--- src/rtl/tx_byte_serializer.sv ---
// tx_byte_serializer
//   Accepts bytes over a valid/ready handshake into a one-byte holding
//   register and shifts each out as an async-serial frame:
//   start(0), 8 data bits LSB-first, [even parity], stop(1).
//   A second byte may be accepted while a frame is on the line; it is moved
//   into the shift register on the last stop-bit cycle so that frames run
//   back to back with no idle gap.
//
// Optional feature macro: PARITY_EN -- inserts an even parity bit between
//   the data and stop bits (11-bit frames instead of 10).
//
// Parameters
//   CLK_DIV     sysclk cycles per serial bit (2..65535)
// Ports
//   sysclk      system clock, rising edge
//   reset       asynchronous active-low reset
//   data_in     byte to transmit, sampled on accept
//   data_valid  source has a byte on data_in
//   data_ready  holding register empty (accept = data_valid & data_ready)
//   tx_bit      registered serial line, idles high
//   bit_strobe  one-cycle pulse on the first cycle of every frame bit
//   busy        high whenever a frame is in progress
//   frame_done  one-cycle pulse on the last cycle of the stop bit
module tx_byte_serializer #(
  parameter int CLK_DIV = 16
) (
  input  logic       sysclk,
  input  logic       reset,
  input  logic [7:0] data_in,
  input  logic       data_valid,
  output logic       data_ready,
  output logic       tx_bit,
  output logic       bit_strobe,
  output logic       busy,
  output logic       frame_done
);

  localparam int            TW     = (CLK_DIV > 1) ? $clog2(CLK_DIV) : 1;
  localparam logic [TW-1:0] T_LAST = TW'(CLK_DIV - 1);

  typedef enum logic [2:0] {
    IDLE,
    START,
    DATA,
`ifdef PARITY_EN
    PARITY,
`endif
    STOP
  } state_t;

  state_t        state, state_nxt;
  logic [TW-1:0] timer, timer_nxt;
  logic [2:0]    bcnt, bcnt_nxt;
  logic [7:0]    shift, shift_nxt;
  logic [7:0]    hold;
  logic          hold_full;
  logic          tx_nxt;
  logic          bit_end;
  logic          load;
  logic          accept;
`ifdef PARITY_EN
  logic          par;
`endif

  assign bit_end = (timer == T_LAST);
  assign accept  = data_valid && !hold_full;
  // Holding -> shift transfer; only possible while holding is full, so it
  // can never coincide with an accept.
  assign load    = hold_full && ((state == IDLE) || ((state == STOP) && bit_end));

  // State and datapath registers
  always_ff @(posedge sysclk or negedge reset) begin
    if (!reset) begin
      state     <= IDLE;
      timer     <= '0;
      bcnt      <= '0;
      shift     <= '0;
      hold      <= '0;
      hold_full <= 1'b0;
      tx_bit    <= 1'b1;
`ifdef PARITY_EN
      par       <= 1'b0;
`endif
    end else begin
      state  <= state_nxt;
      timer  <= timer_nxt;
      bcnt   <= bcnt_nxt;
      shift  <= shift_nxt;
      tx_bit <= tx_nxt;
      if (accept) begin
        hold      <= data_in;
        hold_full <= 1'b1;
      end else if (load) begin
        hold_full <= 1'b0;
      end
`ifdef PARITY_EN
      if (load) par <= ^hold;
`endif
    end
  end

  // Next-state logic
  always_comb begin
    state_nxt = state;
    timer_nxt = (state == IDLE || bit_end) ? '0 : timer + TW'(1);
    bcnt_nxt  = bcnt;
    shift_nxt = shift;
    case (state)
      IDLE: begin
        if (hold_full) begin
          state_nxt = START;
          shift_nxt = hold;
        end
      end
      START: begin
        if (bit_end) begin
          state_nxt = DATA;
          bcnt_nxt  = '0;
        end
      end
      DATA: begin
        if (bit_end) begin
          shift_nxt = {1'b0, shift[7:1]};
          bcnt_nxt  = bcnt + 3'd1;
          if (bcnt == 3'd7) begin
`ifdef PARITY_EN
            state_nxt = PARITY;
`else
            state_nxt = STOP;
`endif
          end
        end
      end
`ifdef PARITY_EN
      PARITY: begin
        if (bit_end) state_nxt = STOP;
      end
`endif
      STOP: begin
        if (bit_end) begin
          if (hold_full) begin
            state_nxt = START;
            shift_nxt = hold;
          end else begin
            state_nxt = IDLE;
          end
        end
      end
      default: state_nxt = IDLE;
    endcase
  end

  // Outputs: tx_bit is registered from the next-state view so the line
  // changes exactly on the bit boundary; the rest decode current state.
  always_comb begin
    tx_nxt = 1'b1;
    case (state_nxt)
      START:  tx_nxt = 1'b0;
      DATA:   tx_nxt = shift_nxt[0];
`ifdef PARITY_EN
      PARITY: tx_nxt = par;
`endif
      default: tx_nxt = 1'b1;
    endcase
    busy       = (state != IDLE);
    bit_strobe = (state != IDLE) && (timer == '0);
    frame_done = (state == STOP) && bit_end;
    data_ready = !hold_full;
  end

endmodule

--- config.mk ---
export PLATFORM = sky130hd
export DESIGN_NAME = tx_byte_serializer
export DESIGN_NICKNAME = d
export VERILOG_FILES = /design/src/rtl/tx_byte_serializer.sv
export SDC_FILE = /design/constraint.sdc
export NUM_CORES = 1
export LEC_CHECK = 0
export BUFFER_PORTS_ARGS = -buffer_cell sky130_fd_sc_hd__buf_4
export CORE_AREA = 2 2 78 80
export CTS_CLUSTER_DIAMETER = 200
export DETAILED_ROUTE_END_ITERATION = 10
export DIE_AREA = 0 0 80 82
export PLACE_DENSITY_LB_ADDON = 0.25
export SLEW_MARGIN = 20
export SYNTH_ARGS = -nofsm -noshare
export SYNTH_HDL_FRONTEND = slang
export SYNTH_SLANG_ARGS = --single-unit
--- constraint.sdc ---
create_clock -name sysclk -period 1.6 [get_ports sysclk]
set_clock_uncertainty 0.1 [all_clocks]
set_input_delay 0.16 -clock sysclk [delete_from_list [all_inputs] [get_ports sysclk]]
set_output_delay 0.16 -clock sysclk [all_outputs]
set_load 0.02 [all_outputs]
==> impl_metrics.tcl, run 1 <==
set metrics [dict create \
    outcome "complete, but fails checks" \
    violations "setup timing" \
    power_leakage_nw 0.899 \
    async_flop_share_pct 100 \
    met2WireLength_um 1730 \
    synth_cell_types 39 \
    synth_fp_nets 148 \
    cts_tree "built" \
    clock_path_buffers 2 \
    timing.fmax_ghz 0.621 \
    yosys_warnings 0 \
    path_class "flop to output port" \
    r2r-end "tx_bit" \
    final_common_cell "buf_4" \
    clock_latency_ns 0.28 \
    cp_max_fo 3 \
    arrival_ns 1.35 \
    post-route-min-period_ns 1.61 \
    gp_congestion 0.847 \
    synth_edf_count 0 \
    ir_drop_uv 570 \
    drive_above_1_share_pct 45.6 \
    fin_area_um2 2040 \
    yosysTopAreaCell "dfrtp_1" \
    wl_um 3270 \
    rrSetupSlack_ns 0.03 \
    yosysTopAreaCellShare_pct 48.2 \
    antenna_found_initial 0 \
    dr.max_layer_used "met4" \
    grt_overflow 0 \
    antenna_cells 0 \
    r2r_cells 6 \
    finalHoldViolCount 0 \
    worst_slack_ns -0.00943 \
    rsz0062_at_grt "true" \
    ant_nets 0 \
    vias 1157 \
    final_cell_mix "buf_4, dfrtp_1, inv_1" \
    initial_utilization_pct 24.4 \
    cts_buffers 3 \
    dieArea_um2 6560 \
    nets 196 \
    syn-cell-area_um2 1400 \
    wl_met1_um 1410 \
    io_pins 16 \
    nFillCells 591 \
    cts_root_buffer "clkbuf_8" \
    grt_pass1_wl_um 5600 \
    startpoint_type "flop" \
    synth_flop_cell "dfrtp_1" \
    layout_worst_path_cycle_share_pct 101 \
    die_w_um 80 \
    ys_ff_latch 28 \
    track_usage_pct 11.0 \
    place_area_um2 1710 \
    grt_pass1_vias 1222 \
    grt_max_degree 29 \
    syn_inst 133 \
    slew_violations 0 \
    crit_end "bit_strobe" \
    path_clk_slew_ns 0.10 \
    dr.pass1.iters 4 \
    wl_per_cell_um 12.8 \
    hold_class "primary input to flop" \
    htree_levels 1 \
    seqCellArea_um2 704 \
    routed-wl-met3_um 96 \
    setup_viol 2 \
    hold_ws_ns 0.0120 \
    rows 28 \
    r2r_start "timer[0]" \
    area_delta_synth_final_pct 45.1 \
    core_area_um2 5750 \
    post_drt_via_cell_ratio 4.54 \
    port_buffers 15 \
    powerDensity_nw_per_um2 1260 \
    synth.avg_cell_area_um2 10.5 \
    netlist_top_cells_area "dfrtp_1, mux2_2, a32oi_1" \
    drc 0 \
    yosysSeqAreaShare_pct 50.0 \
    drt-initial-drc-count 97 \
    post-dp-hpwl_um 2240 \
    die_h_um 82 \
    cts.sinks 28 \
    cap_violations 0 \
    timing.critical_path.from "state[0]" \
    crit_path_end_kind "output port" \
    final_util_pct 35.4 \
    min-delay-start "data_in[0]" \
    multi_input_area_um2 728 \
    cp_data_required_time_ns 1.34 \
]
-- per-layer routing --
layer | global-route usage (%) | vias to the layer above
met1 | 13.0 | 575
met5 | 0 | -
met3 | 2.20 | 4
met4 | 3.22 | 0
met2 | 20.0 | 11
li1 | - | 567
-- metrics by stage --
step | cells | setup WS, ns | total power [mW] | TNS [ns]
6_report | 255 | -0.00943 | 2.56 | -0.0123
5_1_grt | 255 | -0.0746 | 2.74 | -0.453
4_1_cts | 251 | -0.0256 | 2.53 | -0.0601
3_5_place_dp | 237 | -0.0238 | 1.80 | -0.0906
3_3_place_gp | 237 | -0.0236 | 1.78 | -0.0647
2_1_floorplan | 133 | 0.0199 | 1.50 | 0
-- worst max-delay path, stage by stage (launching register included) --
cell	delay [ns]
dfrtp_2	0.42
or2_4	0.27
nor2_4	0.15
nor4b_4	0.06
buf_4	0.16
-- how the worst min path moves through the flow --
stage              end  slack (ns)  cells after the start
6_report       hold[0]        0.01                      2
5_1_grt        hold[6]       0.003                      2
4_1_cts        hold[5]       0.004                      2
3_5_place_dp   bcnt[2]       0.005                      1
3_3_place_gp   bcnt[0]       0.002                      1
2_1_floorplan  bcnt[0]       -0.24                      0
-- report_power, final --
group	internal, mW	total (mW)	switching (mW)
logic	0.502	0.895	0.393
registers	0.942	1.11	0.165
clock network	0.335	0.561	0.226
total	1.78	2.56	0.783
-- cells in the mapped netlist (2+ instances only) --
master,number
nand2_1,8
a21oi_1,3
o21ai_0,9
ha_1,4
xnor2_1,2
nor3_1,2
mux2_2,8
nor2_1,10
a31oi_1,3
dfrtp_1,27
inv_1,13
a21o_1,2
nor2b_1,4
o2bb2ai_1,3
a32oi_1,6
nand3_1,4
mux2i_1,2
o21ai_2,2
-- cell type report --
cell class	instances	share of cell area, %
Tap cell	75	4.61
Inverter	13	2.64
Timing Repair Buffer	47	18.9
Multi-Input combinational cell	88	35.8
Sequential cell	28	34.6
Clock buffer	3	2.03
Clock inverter	1	1.48
-- flip-flops by register name, indices dropped and copies added (netlist names) --
name / cells
hold_full: 1
shift: 8
state: 3
bcnt: 3
timer: 4
tx_bit: 1
hold: 8
-- cell families after synthesis --
logic type	count (synthesis)	share of synthesized area, %
xor+xnor	3	1.87
flops	28	50.0
mux	10	7.85
simple gates	37	14.0
other cells	1	0.267
fa+ha+maj	4	3.57
buf+inv	17	5.89
compound gates	33	16.5
-- repair_timing --
| action | 4_1_cts | 5_1_grt |
|---|---|---|
| hold buffers | 1 | 1 |
| hold endpoints to repair | 28 | 1 |
| gates resized for setup | 22 | 21 |
| setup endpoints to repair | 11 | 14 |
| pin swaps | 8 | 13 |
| setup buffers | 9 | 4 |
(Power assumes the default switching activity.)
==> inputs of run 2 (changes only) <==
--- a/config.mk
+++ b/config.mk
@@ -6,11 +6,10 @@
 export NUM_CORES = 1
 export LEC_CHECK = 0
 export BUFFER_PORTS_ARGS = -buffer_cell sky130_fd_sc_hd__buf_4
-export CORE_AREA = 2 2 78 80
+export CORE_AREA = 4 4 80 82
 export CTS_CLUSTER_DIAMETER = 200
 export DETAILED_ROUTE_END_ITERATION = 10
-export DIE_AREA = 0 0 80 82
-export PLACE_DENSITY_LB_ADDON = 0.25
+export DIE_AREA = 0 0 84 86
 export SLEW_MARGIN = 20
 export SYNTH_ARGS = -nofsm -noshare
 export SYNTH_HDL_FRONTEND = slang
==> run 2 against run 1 <==
The run still ends with setup timing left; first-iteration DRC count down 29%; die area increased by 10%; critical path depth up 3; non-clock buffer count decreased by 3; hold slack improved by 0.00059 ns; count of clock-buffer cells in the layout is the same; core utilization fell by 0.28 points; largest power group unchanged; highest routed layer unchanged.
==> impl_metrics.tcl, run 2 (same netlist as run 1, synthesis figures left out) <==
set metrics [dict create \
    cts_buffers 3 \
    post-dp-hpwl_um 2130 \
    seqCellArea_um2 702 \
    cts_tree "built" \
    gp_congestion 0.767 \
    nets 193 \
    drc 0 \
    core_area_um2 5750 \
    crit_path_end_kind "flop" \
    antenna_cells 0 \
    post-route-min-period_ns 1.69 \
    final_cell_mix "buf_4, dfrtp_1, inv_1" \
    cp_max_fo 4 \
    layout_worst_path_cycle_share_pct 106 \
    area_delta_synth_final_pct 44.0 \
    rows 28 \
    outcome "complete, but fails checks" \
    die_h_um 86 \
    wl_um 3000 \
    grt_overflow 0 \
    antenna_found_initial 0 \
    clock_latency_ns 0.28 \
    arrival_ns 1.80 \
    timing.fmax_ghz 0.592 \
    initial_utilization_pct 24.4 \
    ant_nets 0 \
    dieArea_um2 7220 \
    rsz0062_at_grt "true" \
    post-place-ws_ns -0.0189 \
    setup_viol 8 \
    dr.pass1.iters 4 \
    vias 1090 \
    powerDensity_nw_per_um2 1230 \
    path_class "flop to flop" \
    drive_above_1_share_pct 42.4 \
    grt_max_degree 29 \
    io_pins 16 \
    ir_drop_uv 566 \
    final_common_cell "buf_4" \
    final_util_pct 35.1 \
    largestRegisters "hold x8, shift x8, timer x4" \
    cap_violations 0 \
    die_w_um 84 \
    post_drt_via_cell_ratio 4.33 \
    startpoint_type "flop" \
    port_buffers 15 \
    path_clk_slew_ns 0.10 \
    hold_class "primary input to flop" \
    worst_slack_ns -0.0894 \
    finalSetupTns_ns -0.216 \
    track_usage_pct 8.90 \
    cts_root_buffer "clkbuf_8" \
    multi_input_area_um2 732 \
    cts.sinks 28 \
    grt_pass1_vias 1079 \
    htree_levels 1 \
    clock_path_buffers 2 \
    slew_violations 0 \
    drt-initial-drc-count 69 \
    wl_per_cell_um 11.9 \
    finalHoldViolCount 0 \
    power_leakage_nw 0.892 \
    grt_pass1_wl_um 5280 \
    hold_ws_ns 0.0126 \
    nFillCells 576 \
    cp_data_required_time_ns 1.71 \
    violations "setup timing" \
]
## run 2: per-stage QoR
step,total power [mW],instance area [µm²],cells
2_1_floorplan,1.50,1410,133
3_3_place_gp,1.75,1730,237
3_5_place_dp,1.76,1730,237
4_1_cts,2.44,1930,249
5_1_grt,2.67,2020,252
6_report,2.49,2020,252
## run 2: layout make-up
type | instances | area share [%]
clock buffers | 3 | 2.04
clock inverters | 1 | 1.49
inverters | 13 | 2.42
multi-input cells | 88 | 36.2
flip-flops and latches | 28 | 34.8
well taps | 75 | 4.65
repair buffers | 44 | 18.4
## run 2: critical path, cell delays in order, from the launching register on
cell and delay (ns):
dfrtp_1 0.42, ha_4 0.19, buf_6 0.11, and3_4 0.19
buf_4 0.14, nand2_1 0.05, o21ai_0 0.07, a221o_1 0.35
## run 2: final timing paths
path / from / to / slack (ns) / cells past startpoint
setup / recovery: timer[0] / tx_bit / -0.09 / 7
setup reg to reg: timer[0] / tx_bit / -0.09 / 7
min in group asynchronous: reset / bcnt[0] / 0.23 / 2
max in group asynchronous: reset / tx_bit / 0.86 / 2
hold reg to reg: shift[5] / shift[4] / 0.42 / 2
hold / removal: data_in[7] / hold[7] / 0.01 / 2
## run 2: timing repair
item | 4_1_cts | 5_1_grt
buffers inserted | 6 | 1
pin swaps | 6 | 8
hold endpoints to repair | 29 | 2
setup endpoints to repair | 5 | 12
gates resized for setup | 19 | 13
hold buffers | 2 | 2
## run 2: metal layers
layer	vias up	global-route usage [%]	part of all wire [%]
met4	0	1.32	0.57
met3	2	2.40	3.6
li1	557	-	-
met2	13	13.8	46
met1	518	12.7	50
met5	-	0	0
## run 2: power by group
group	switching, mW	leakage, nW	internal (mW)
Sequential	0.180	0.339	0.942
Combinational	0.364	0.517	0.448
Clock	0.225	0.0357	0.335
Total	0.769	0.892	1.72
==> inputs of run 3 (changes only) <==
--- a/config.mk
+++ b/config.mk
@@ -6,10 +6,13 @@
 export NUM_CORES = 1
 export LEC_CHECK = 0
 export BUFFER_PORTS_ARGS = -buffer_cell sky130_fd_sc_hd__buf_4
-export CORE_AREA = 4 4 80 82
+export CORE_AREA = 4 4 58 60
 export CTS_CLUSTER_DIAMETER = 200
 export DETAILED_ROUTE_END_ITERATION = 10
-export DIE_AREA = 0 0 84 86
+export DIE_AREA = 0 0 62 64
+export GPL_TIMING_DRIVEN = 0
+export HOLD_SLACK_MARGIN = 0.1
+export PLACE_DENSITY = 0.71
 export SLEW_MARGIN = 20
 export SYNTH_ARGS = -nofsm -noshare
 export SYNTH_HDL_FRONTEND = slang
==> run 3 against run 2 <==
Critical path type unchanged; die area shrank 45%; the flow still finishes with violations (setup timing); combinational power grew 0.9%; clock power shrank 48%; hold slack gained 0.16 ns; sequential cell count is the same; via count grew 6.7%; critical endpoint is now shift[6]; sequential share of layout area grew 1.6 points; core utilization grew 31 points; maximum frequency shrank 0.88%; global-route usage grew 8.2 points; register-to-register slack is essentially flat.
==> impl_metrics.tcl, run 3 (same netlist as run 1, synthesis figures left out) <==
set metrics [dict create \
    antenna_found_initial 0 \
    drive_above_1_share_pct 39.9 \
    nFillCells 232 \
    cts_buffers 3 \
    startpoint_type "flop" \
    fin_area_um2 1940 \
    cts_tree "built" \
    post_drt_via_cell_ratio 5.51 \
    final_common_cell "buf_4" \
    drt-initial-drc-count 28 \
    dr.pass1.iters 4 \
    nets 194 \
    clock_path_buffers 2 \
    finalSetupTns_ns -0.754 \
    powerDensity_nw_per_um2 1150 \
    cp_max_fo 7 \
    cts.sinks 28 \
    outcome "complete, but fails checks" \
    wl_um 3060 \
    final_cell_mix "buf_4, dfrtp_1, inv_1" \
    finalHoldViolCount 0 \
    vias 1163 \
    rows 20 \
    cap_violations 0 \
    antenna_cells 0 \
    rrSetupSlack_ns -0.10 \
    clock_latency_ns 0.32 \
    setup_viol 10 \
    core_area_um2 2930 \
    area_delta_synth_final_pct 38.2 \
    initial_utilization_pct 47.9 \
    seqCellArea_um2 704 \
    violations "setup timing" \
    grt_pass1_wl_um 5260 \
    ir_drop_uv 786 \
    wl_per_cell_um 14.5 \
    path_clk_slew_ns 0.15 \
    layout_worst_path_cycle_share_pct 107 \
    timing.critical_path.from "timer[0]" \
    timing.fmax_ghz 0.587 \
    htree_levels 1 \
    drc 0 \
    power_leakage_nw 0.872 \
    slew_violations 0 \
    post-route-min-period_ns 1.70 \
    die_h_um 64 \
    die_w_um 62 \
    worst_slack_ns -0.104 \
    ant_nets 0 \
    placed_cells 181 \
    cp_data_required_time_ns 1.72 \
    io_pins 16 \
    r2r_start "timer[0]" \
    gp_congestion 0.811 \
    rsz0062_at_grt "true" \
    final_cells 211 \
    multi_input_area_um2 722 \
    largestRegisters "hold x8, shift x8, timer x4" \
    path_class "flop to flop" \
    crit_path_end_kind "flop" \
    post-dp-hpwl_um 2070 \
    grt_max_degree 29 \
    dieArea_um2 3970 \
    final_util_pct 66.2 \
    track_usage_pct 17.1 \
    hold_ws_ns 0.170 \
    port_buffers 15 \
    place_area_um2 1560 \
    arrival_ns 1.83 \
    grt_pass1_vias 1214 \
    cts_root_buffer "clkbuf_4" \
    hold_class "primary input to async pin" \
    grt_overflow 0 \
]
-- run 3: critical path: stages, from the launching register on --
cell and delay (ns):
dfrtp_1 0.46, ha_4 0.19, nand4_1 0.20, a21o_1 0.26, a21oi_4 0.28, o21ai_1 0.11
-- run 3: final timing paths --
check | endpoint | depth (start not counted)
setup / recovery | shift[6] | 5
hold / removal | timer[2] | 2
setup reg to reg | shift[6] | 5
hold reg to reg | shift[3] | 2
max in group asynchronous | tx_bit | 2
min in group sysclk | shift[3] | 2
-- run 3: metrics by stage --
| step | worst slack, ns | power (mW) |
|---|---|---|
| final | -0.104 | 2.24 |
| after CTS | -0.0496 | 2.15 |
| after global placement | -0.0951 | 1.66 |
| after detailed placement | -0.158 | 1.72 |
| after floorplan | 0.0199 | 1.50 |
| after global routing | -0.158 | 2.41 |
-- run 3: power by group --
group | leakage (nW) | internal [mW] | switching, mW | total [mW]
logic | 0.520 | 0.442 | 0.377 | 0.819
clock network | 0.0150 | 0.0975 | 0.195 | 0.292
registers | 0.337 | 0.941 | 0.186 | 1.13
total | 0.872 | 1.48 | 0.758 | 2.24
-- run 3: cell type report --
class | instances | area share, %
Buffer | 4 | 2.13
Clock buffer | 4 | 1.36
Inverter | 13 | 2.65
Multi-Input combinational cell | 88 | 37.2
Sequential cell | 28 | 36.3
Tap cell | 33 | 2.13
Timing Repair Buffer | 41 | 18.1
-- run 3: what timing repair did --
item	in CTS	in global routing
pin swaps	3	8
gates resized for setup	18	22
hold buffers	10	0
endpoints found under the setup margin	11	22
buffers inserted	11	5
hold endpoints to repair	37	0
-- run 3: metal layers --
| layer | vias up | global-route usage, % | wire length (µm) |
|---|---|---|---|
| met5 | - | 0 | 0 |
| met4 | 0 | 4.24 | 23 |
| met3 | 4 | 2.22 | 77 |
| met2 | 20 | 28.9 | 1650 |
| met1 | 577 | 22.6 | 1310 |
| li1 | 562 | - | - |
